<file path="config.mk">
export PLATFORM = sky130hd
export DESIGN_NAME = smart_camera
export DESIGN_NICKNAME = d
export VERILOG_FILES = /design/src/rtl/smart_camera.sv
export SDC_FILE = /design/constraint.sdc
export NUM_CORES = 1
export LEC_CHECK = 0
export CORE_MARGIN = 2
export CORE_UTILIZATION = 55
export CTS_CLUSTER_SIZE = 8
export DETAILED_ROUTE_END_ITERATION = 12
export GPL_ROUTABILITY_DRIVEN = 1
export HOLD_SLACK_MARGIN = 0.1
export PLACE_DENSITY_LB_ADDON = 0.3
export REMOVE_ABC_BUFFERS = 1
export SYNTH_ARGS = -nofsm -noshare
export SYNTH_HDL_FRONTEND = slang
export SYNTH_SLANG_ARGS = --single-unit
</file>
<file path="constraint.sdc">
create_clock -name clk -period 3 [get_ports clk]
set_input_delay 0.75 -clock clk [delete_from_list [all_inputs] [get_ports clk]]
set_output_delay 0.75 -clock clk [all_outputs]
set_load 0.1 [all_outputs]
</file>
<file path="src/rtl/smart_camera.sv">
// smart_camera: four-position pan controller that steps toward motion or remote presses
// and drifts back to a home angle after a programmable dwell.
module smart_camera #(
  parameter int         HOLD_CYCLES = 8,
  parameter int         STEP_CYCLES = 2,
  parameter logic [1:0] HOME_ANGLE  = 2'd0
) (
  input  logic       clk,
  input  logic       rst,
  input  logic       motion_detected,
  input  logic       remote_control,
  output logic [1:0] camera_angle
);
  localparam int MAXC = (HOLD_CYCLES > STEP_CYCLES) ? HOLD_CYCLES : STEP_CYCLES;
  localparam int CW   = $clog2(MAXC + 1);
  typedef enum logic [1:0] {IDLE, TRACK, RETURN} state_t;
  state_t          state_q, state_d;
  logic [1:0]      angle_q, angle_d;
  logic [CW-1:0]   hold_q, hold_d, step_q, step_d;
  logic            motion_q, remote_q;
  logic            motion_ev, remote_ev;
  assign motion_ev    = motion_detected && !motion_q;
  assign remote_ev    = remote_control && !remote_q;
  assign camera_angle = angle_q;
  always_comb begin
    state_d = state_q;
    angle_d = angle_q;
    hold_d  = hold_q;
    step_d  = step_q;
    if (remote_ev || motion_ev) begin
      // Remote wins a tie and wraps; motion alone saturates at far right.
      angle_d = remote_ev ? angle_q + 2'd1 : (angle_q == 2'd3 ? 2'd3 : angle_q + 2'd1);
      hold_d  = CW'(HOLD_CYCLES);
      state_d = TRACK;
    end else if (state_q == TRACK) begin
      if (hold_q == CW'(1)) begin
        state_d = (angle_q == HOME_ANGLE) ? IDLE : RETURN;
        step_d  = CW'(STEP_CYCLES);
      end else begin
        hold_d = hold_q - CW'(1);
      end
    end else if (state_q == RETURN) begin
      if (step_q == CW'(1)) begin
        angle_d = (angle_q > HOME_ANGLE) ? angle_q - 2'd1 : angle_q + 2'd1;
        step_d  = CW'(STEP_CYCLES);
        state_d = (angle_d == HOME_ANGLE) ? IDLE : RETURN;
      end else begin
        step_d = step_q - CW'(1);
      end
    end
  end
  always_ff @(posedge clk) begin
    if (!rst) begin
      state_q  <= IDLE;
      angle_q  <= HOME_ANGLE;
      hold_q   <= '0;
      step_q   <= '0;
      motion_q <= 1'b0;
      remote_q <= 1'b0;
    end else begin
      state_q  <= state_d;
      angle_q  <= angle_d;
      hold_q   <= hold_d;
      step_q   <= step_d;
      motion_q <= motion_detected;
      remote_q <= remote_control;
    end
  end
endmodule

</file>
==> metrics.log <==
INFO  metric min_from = step_q[3]$_SDFFE_PN0P_
INFO  metric synth_area_per_cell = around 9.1 um^2
INFO  metric vias = 657
INFO  metric hold_ws = between 0.4 and 0.5 ns
INFO  metric num_io_pins = 6
INFO  metric cells_along_the_critical_path = clkdlybuf4s50_1, nor2b_1, a2111oi_4, mux2i_1, nor2b_1
INFO  metric floorplan.die_area = about 0.0019 mm^2
INFO  metric antenna_violations_before_repair = 0
INFO  metric synth-seq-cells = 14
INFO  metric multiInputGateArea = around 530 um^2
INFO  metric mapped_cell_area = 872 um^2
INFO  metric synth_adder_area_share = between 15 and 20%
INFO  metric cpMostUsedCell = sky130_fd_sc_hd__nor2b_1
INFO  metric timing_worst_slew_pin_value = between 0.4 and 0.5 ns
INFO  metric fp.dieW = roughly 44 um
INFO  metric max-vdd-ir-drop = just under 0.0004 V
INFO  metric grt-ovfl-total = 0
INFO  metric finalNetCount = 118
INFO  metric maximum_number_of_pins_on_one_net_before_global_route_repair = 14
INFO  metric ratio_of_final_minimum_period_to_clock_period = between 60% and 70%
INFO  metric clock_tree.buffer_depth = 2
INFO  metric yosys.area_share.simple = between 20 and 25%
INFO  metric initial_utilization = 58.6%
INFO  metric power = about 460 uW
INFO  metric number_of_enable_type_register_cells_in_the_synthesized_netlist = 0
INFO  metric clk-insertion-delay-late = about 0.28 ns
INFO  metric timing.critical_path.buf_inv = 1
INFO  metric drcViolationCount = 0
INFO  metric grt_pass1_vias = roughly 610
INFO  metric synth_top_flop_cell = sky130_fd_sc_hd__dfxtp_1
INFO  metric leakagePower = 0.000385 uW
INFO  metric muxShareOfSynthArea = under 10%
INFO  metric whs_path_depth = 2
INFO  metric cp_max_stage_delay = about 0.52 ns
INFO  metric criticalPathCategory = in2reg
INFO  metric detail_route.iter0.violations = 8
INFO  metric crit_path_top_delay_cell = sky130_fd_sc_hd__a2111oi_4
INFO  metric worst-endpoint-arrival = about 2.2 ns
INFO  metric cell_area_after_layout = 951 um^2
INFO  metric die_height = approximately 44 um
INFO  metric worst_clk_skew = roughly 0.0083 ns
INFO  metric complex_gate_fraction_of_the_synthesized_area = between 10% and 20%
INFO  metric cts_tree = done
INFO  metric run_status = finished clean
INFO  metric post-cts-setup-buffers = 0
INFO  metric detail_route.first_pass.iterations = 4
INFO  metric ctsRootBufferMaster = sky130_fd_sc_hd__clkbuf_4
INFO  metric maxCapViolCount = 0
INFO  metric route.detailed.vias_per_inst = between 5 and 6
INFO  metric pwr_density_cell = between 400 and 500 mW/mm^2
INFO  metric register_area = approximately 280 um^2
INFO  metric worst-r2r-setup-slack = around 1.0 ns
INFO  metric worst_hold_path.endpoint = step_q[3]$_SDFFE_PN0P_
INFO  metric reg2reg_to = step_q[0]$_SDFFE_PN0P_
INFO  metric synth_warnings = 0
INFO  metric layout-area-overhead-vs-synth = 9.04%
INFO  metric yosys.cell_types.count = 34
INFO  metric critPathCaptureType = flop
INFO  metric asyncSetResetFlopFracSynth = 0%
INFO  metric placement.io_buffers = 5
INFO  metric synth_xor_area_share = 1.00%
INFO  metric final_max_slew_viol_count = 0
INFO  metric placed_inst_area = a little over 900 um^2
INFO  metric global_route_wire_length_before_repair = ~2500 um
INFO  metric post_cts_resized = 0
INFO  metric final_antenna_net_count = 0
INFO  metric standard_cell_row_count = 14
INFO  metric regToRegStartpoint = hold_q[0]$_SDFFE_PP0P_
INFO  metric cts_hold_buf = 0
INFO  metric r2r.worst_path.cells = 5
INFO  metric grt_usage = between 10% and 20%
INFO  metric maxSlewHeadroom = 67.8%
INFO  metric critPathRequiredTime = about 3.2 ns
INFO  metric antenna_cells = 0
INFO  metric fill_cells = 120
INFO  metric final-setup-viol-count = 0
INFO  metric cts_num_sinks = 14
INFO  metric synth_top_family_by_area = simple AND/OR/NAND/NOR gates
INFO  metric post_route_cells_drive_above_1_share = 11.8%
INFO  metric worst-path-max-fanout = 7
INFO  metric final.setup.tns = 0 ns
INFO  metric holdCritPathClass = reg2reg
INFO  metric maxClockFrequency = approximately 500 MHz
INFO  metric sequential_share_of_the_synthesized_area = around a third
INFO  metric clock_tree.htree_level_count = 1
INFO  metric timing_hold_violations_final = 0
INFO  metric place_hpwl = 1130 um
INFO  metric grt_setup_unrepaired = false
INFO  metric totalWireLength = between 1000 and 1500 um
INFO  metric core_area = around 0.0015 mm^2
INFO  metric wire_per_inst = ~12 um
INFO  metric final.min_clock_period = between 1.5 and 2 ns
INFO  metric start_kind = input port
INFO  metric crit_family = compound AO/OA/AOI/OAI gates
INFO  metric netlist_instances = 96
INFO  metric cts.reportedPaths.clkPinSlew = roughly 0.090 ns
INFO  metric tritoncts.num_buffers = 3
INFO  metric gpl.final_weighted_congestion = 0.775
[metrics by stage]
step                      instances  utilization [%]  worst slack [ns]
after floorplan                  93                -             0.706
after global placement          114             61.4             0.751
after detailed placement        114             61.4             0.719
after CTS                       118             63.9              1.02
after global routing            118             63.9             0.914
final                           118             63.9              1.03
[synthesized netlist by cell type, types with 2 or more instances]
library cell / number / area share (%)
sky130_fd_sc_hd__ha_1: 11 / 16
sky130_fd_sc_hd__mux2_2: 3 / 3.9
sky130_fd_sc_hd__nor2b_1: 6 / 4.3
sky130_fd_sc_hd__mux2i_1: 2 / 2.3
sky130_fd_sc_hd__inv_1: 10 / 4.3
sky130_fd_sc_hd__nand2_1: 4 / 1.7
sky130_fd_sc_hd__o21ai_0: 3 / 1.7
sky130_fd_sc_hd__a221oi_1: 2 / 2.0
sky130_fd_sc_hd__o21ai_1: 2 / 1.1
sky130_fd_sc_hd__nor3_1: 5 / 2.9
sky130_fd_sc_hd__nor2_1: 7 / 3.0
sky130_fd_sc_hd__nand4_1: 2 / 1.4
sky130_fd_sc_hd__dfxtp_1: 14 / 32
sky130_fd_sc_hd__nand3_1: 2 / 1.1
sky130_fd_sc_hd__and2_1: 2 / 1.4
sky130_fd_sc_hd__a21oi_1: 3 / 1.7
[worst register-to-register path, cell delays in order (launching register included)]
cell                        delay, ns
sky130_fd_sc_hd__dfxtp_1         0.40
sky130_fd_sc_hd__ha_1            0.21
sky130_fd_sc_hd__or3b_4          0.43
sky130_fd_sc_hd__a2111oi_4       0.55
sky130_fd_sc_hd__mux2i_1         0.23
sky130_fd_sc_hd__nor2b_1         0.06
[cells by family (layout without fill, tap and decap cells)]
group                    Yosys count  count (layout)
XOR/XNOR                           1               1
buffers and inverters             13              19
flip-flops                        14              14
AND/OR/NAND/NOR                   34              34
AO/OA/AOI/OAI                     18              18
multiplexers                       5               5
adder cells (fa/ha/maj)           11              11
[registers in the layout (all words and copies together) (netlist names)]
name / count
remote_q: 1
state_q: 2
motion_q: 1
hold_q: 4
camera_angle: 2
step_q: 4
[report_power, final]
group          internal (uW)  total, uW  switching, uW
Clock                   73.9        136           61.7
Combinational           44.4        114           69.7
Sequential               198        210           11.7
[placed cells by master (no fill, tap or decap), types with 2 or more instances in the layout]
master                             n
sky130_fd_sc_hd__clkbuf_4          3
sky130_fd_sc_hd__dfxtp_1          14
sky130_fd_sc_hd__mux2i_1           2
sky130_fd_sc_hd__nor2b_1           6
sky130_fd_sc_hd__and2_1            2
sky130_fd_sc_hd__clkdlybuf4s50_1   3
sky130_fd_sc_hd__ha_1             11
sky130_fd_sc_hd__o21ai_1           2
sky130_fd_sc_hd__a221oi_1          2
sky130_fd_sc_hd__nand2_1           4
sky130_fd_sc_hd__nor3_1            5
sky130_fd_sc_hd__nand3_1           2
sky130_fd_sc_hd__mux2_2            3
sky130_fd_sc_hd__buf_4             2
sky130_fd_sc_hd__a21oi_1           3
sky130_fd_sc_hd__nand4_1           2
sky130_fd_sc_hd__nor2_1            7
sky130_fd_sc_hd__o21ai_0           3
sky130_fd_sc_hd__inv_1            10
[worst max path at each step]
stage / startpoint / to / slack [ns] / depth (start not counted)
final: remote_control / step_q[0]$_SDFFE_PN0P_ / 1.03 / 5
after global routing: hold_q[0]$_SDFFE_PP0P_ / step_q[1]$_SDFFE_PN0P_ / 0.91 / 5
after CTS: hold_q[0]$_SDFFE_PP0P_ / step_q[1]$_SDFFE_PN0P_ / 1.02 / 5
after detailed placement: remote_control / step_q[0]$_SDFFE_PN0P_ / 0.72 / 5
after global placement: remote_control / step_q[0]$_SDFFE_PN0P_ / 0.75 / 5
after floorplan: camera_angle[0]$_SDFFE_PN0P_ / state_q[1]$_SDFFE_PP0P_ / 0.71 / 5
[area by class of cell]
class | instances | area share, %
Inverter | 10 | 3.95
Clock buffer | 4 | 3.82
Tap cell | 16 | 2.11
Multi-Input combinational cell | 69 | 55.9
Sequential cell | 14 | 29.5
Timing Repair Buffer | 5 | 4.74
[per-layer routing]
| layer | GRT usage [%] | up-vias | wire length, um |
|---|---|---|---|
| met3 | 5.00 | 4 | 34 |
| met2 | 28.8 | 8 | 680 |
| met5 | 0 | - | 0 |
| met1 | 21.4 | 298 | 641 |
| li1 | - | 347 | - |
| met4 | 10.9 | 0 | 17 |
(Power assumes the default switching activity.)
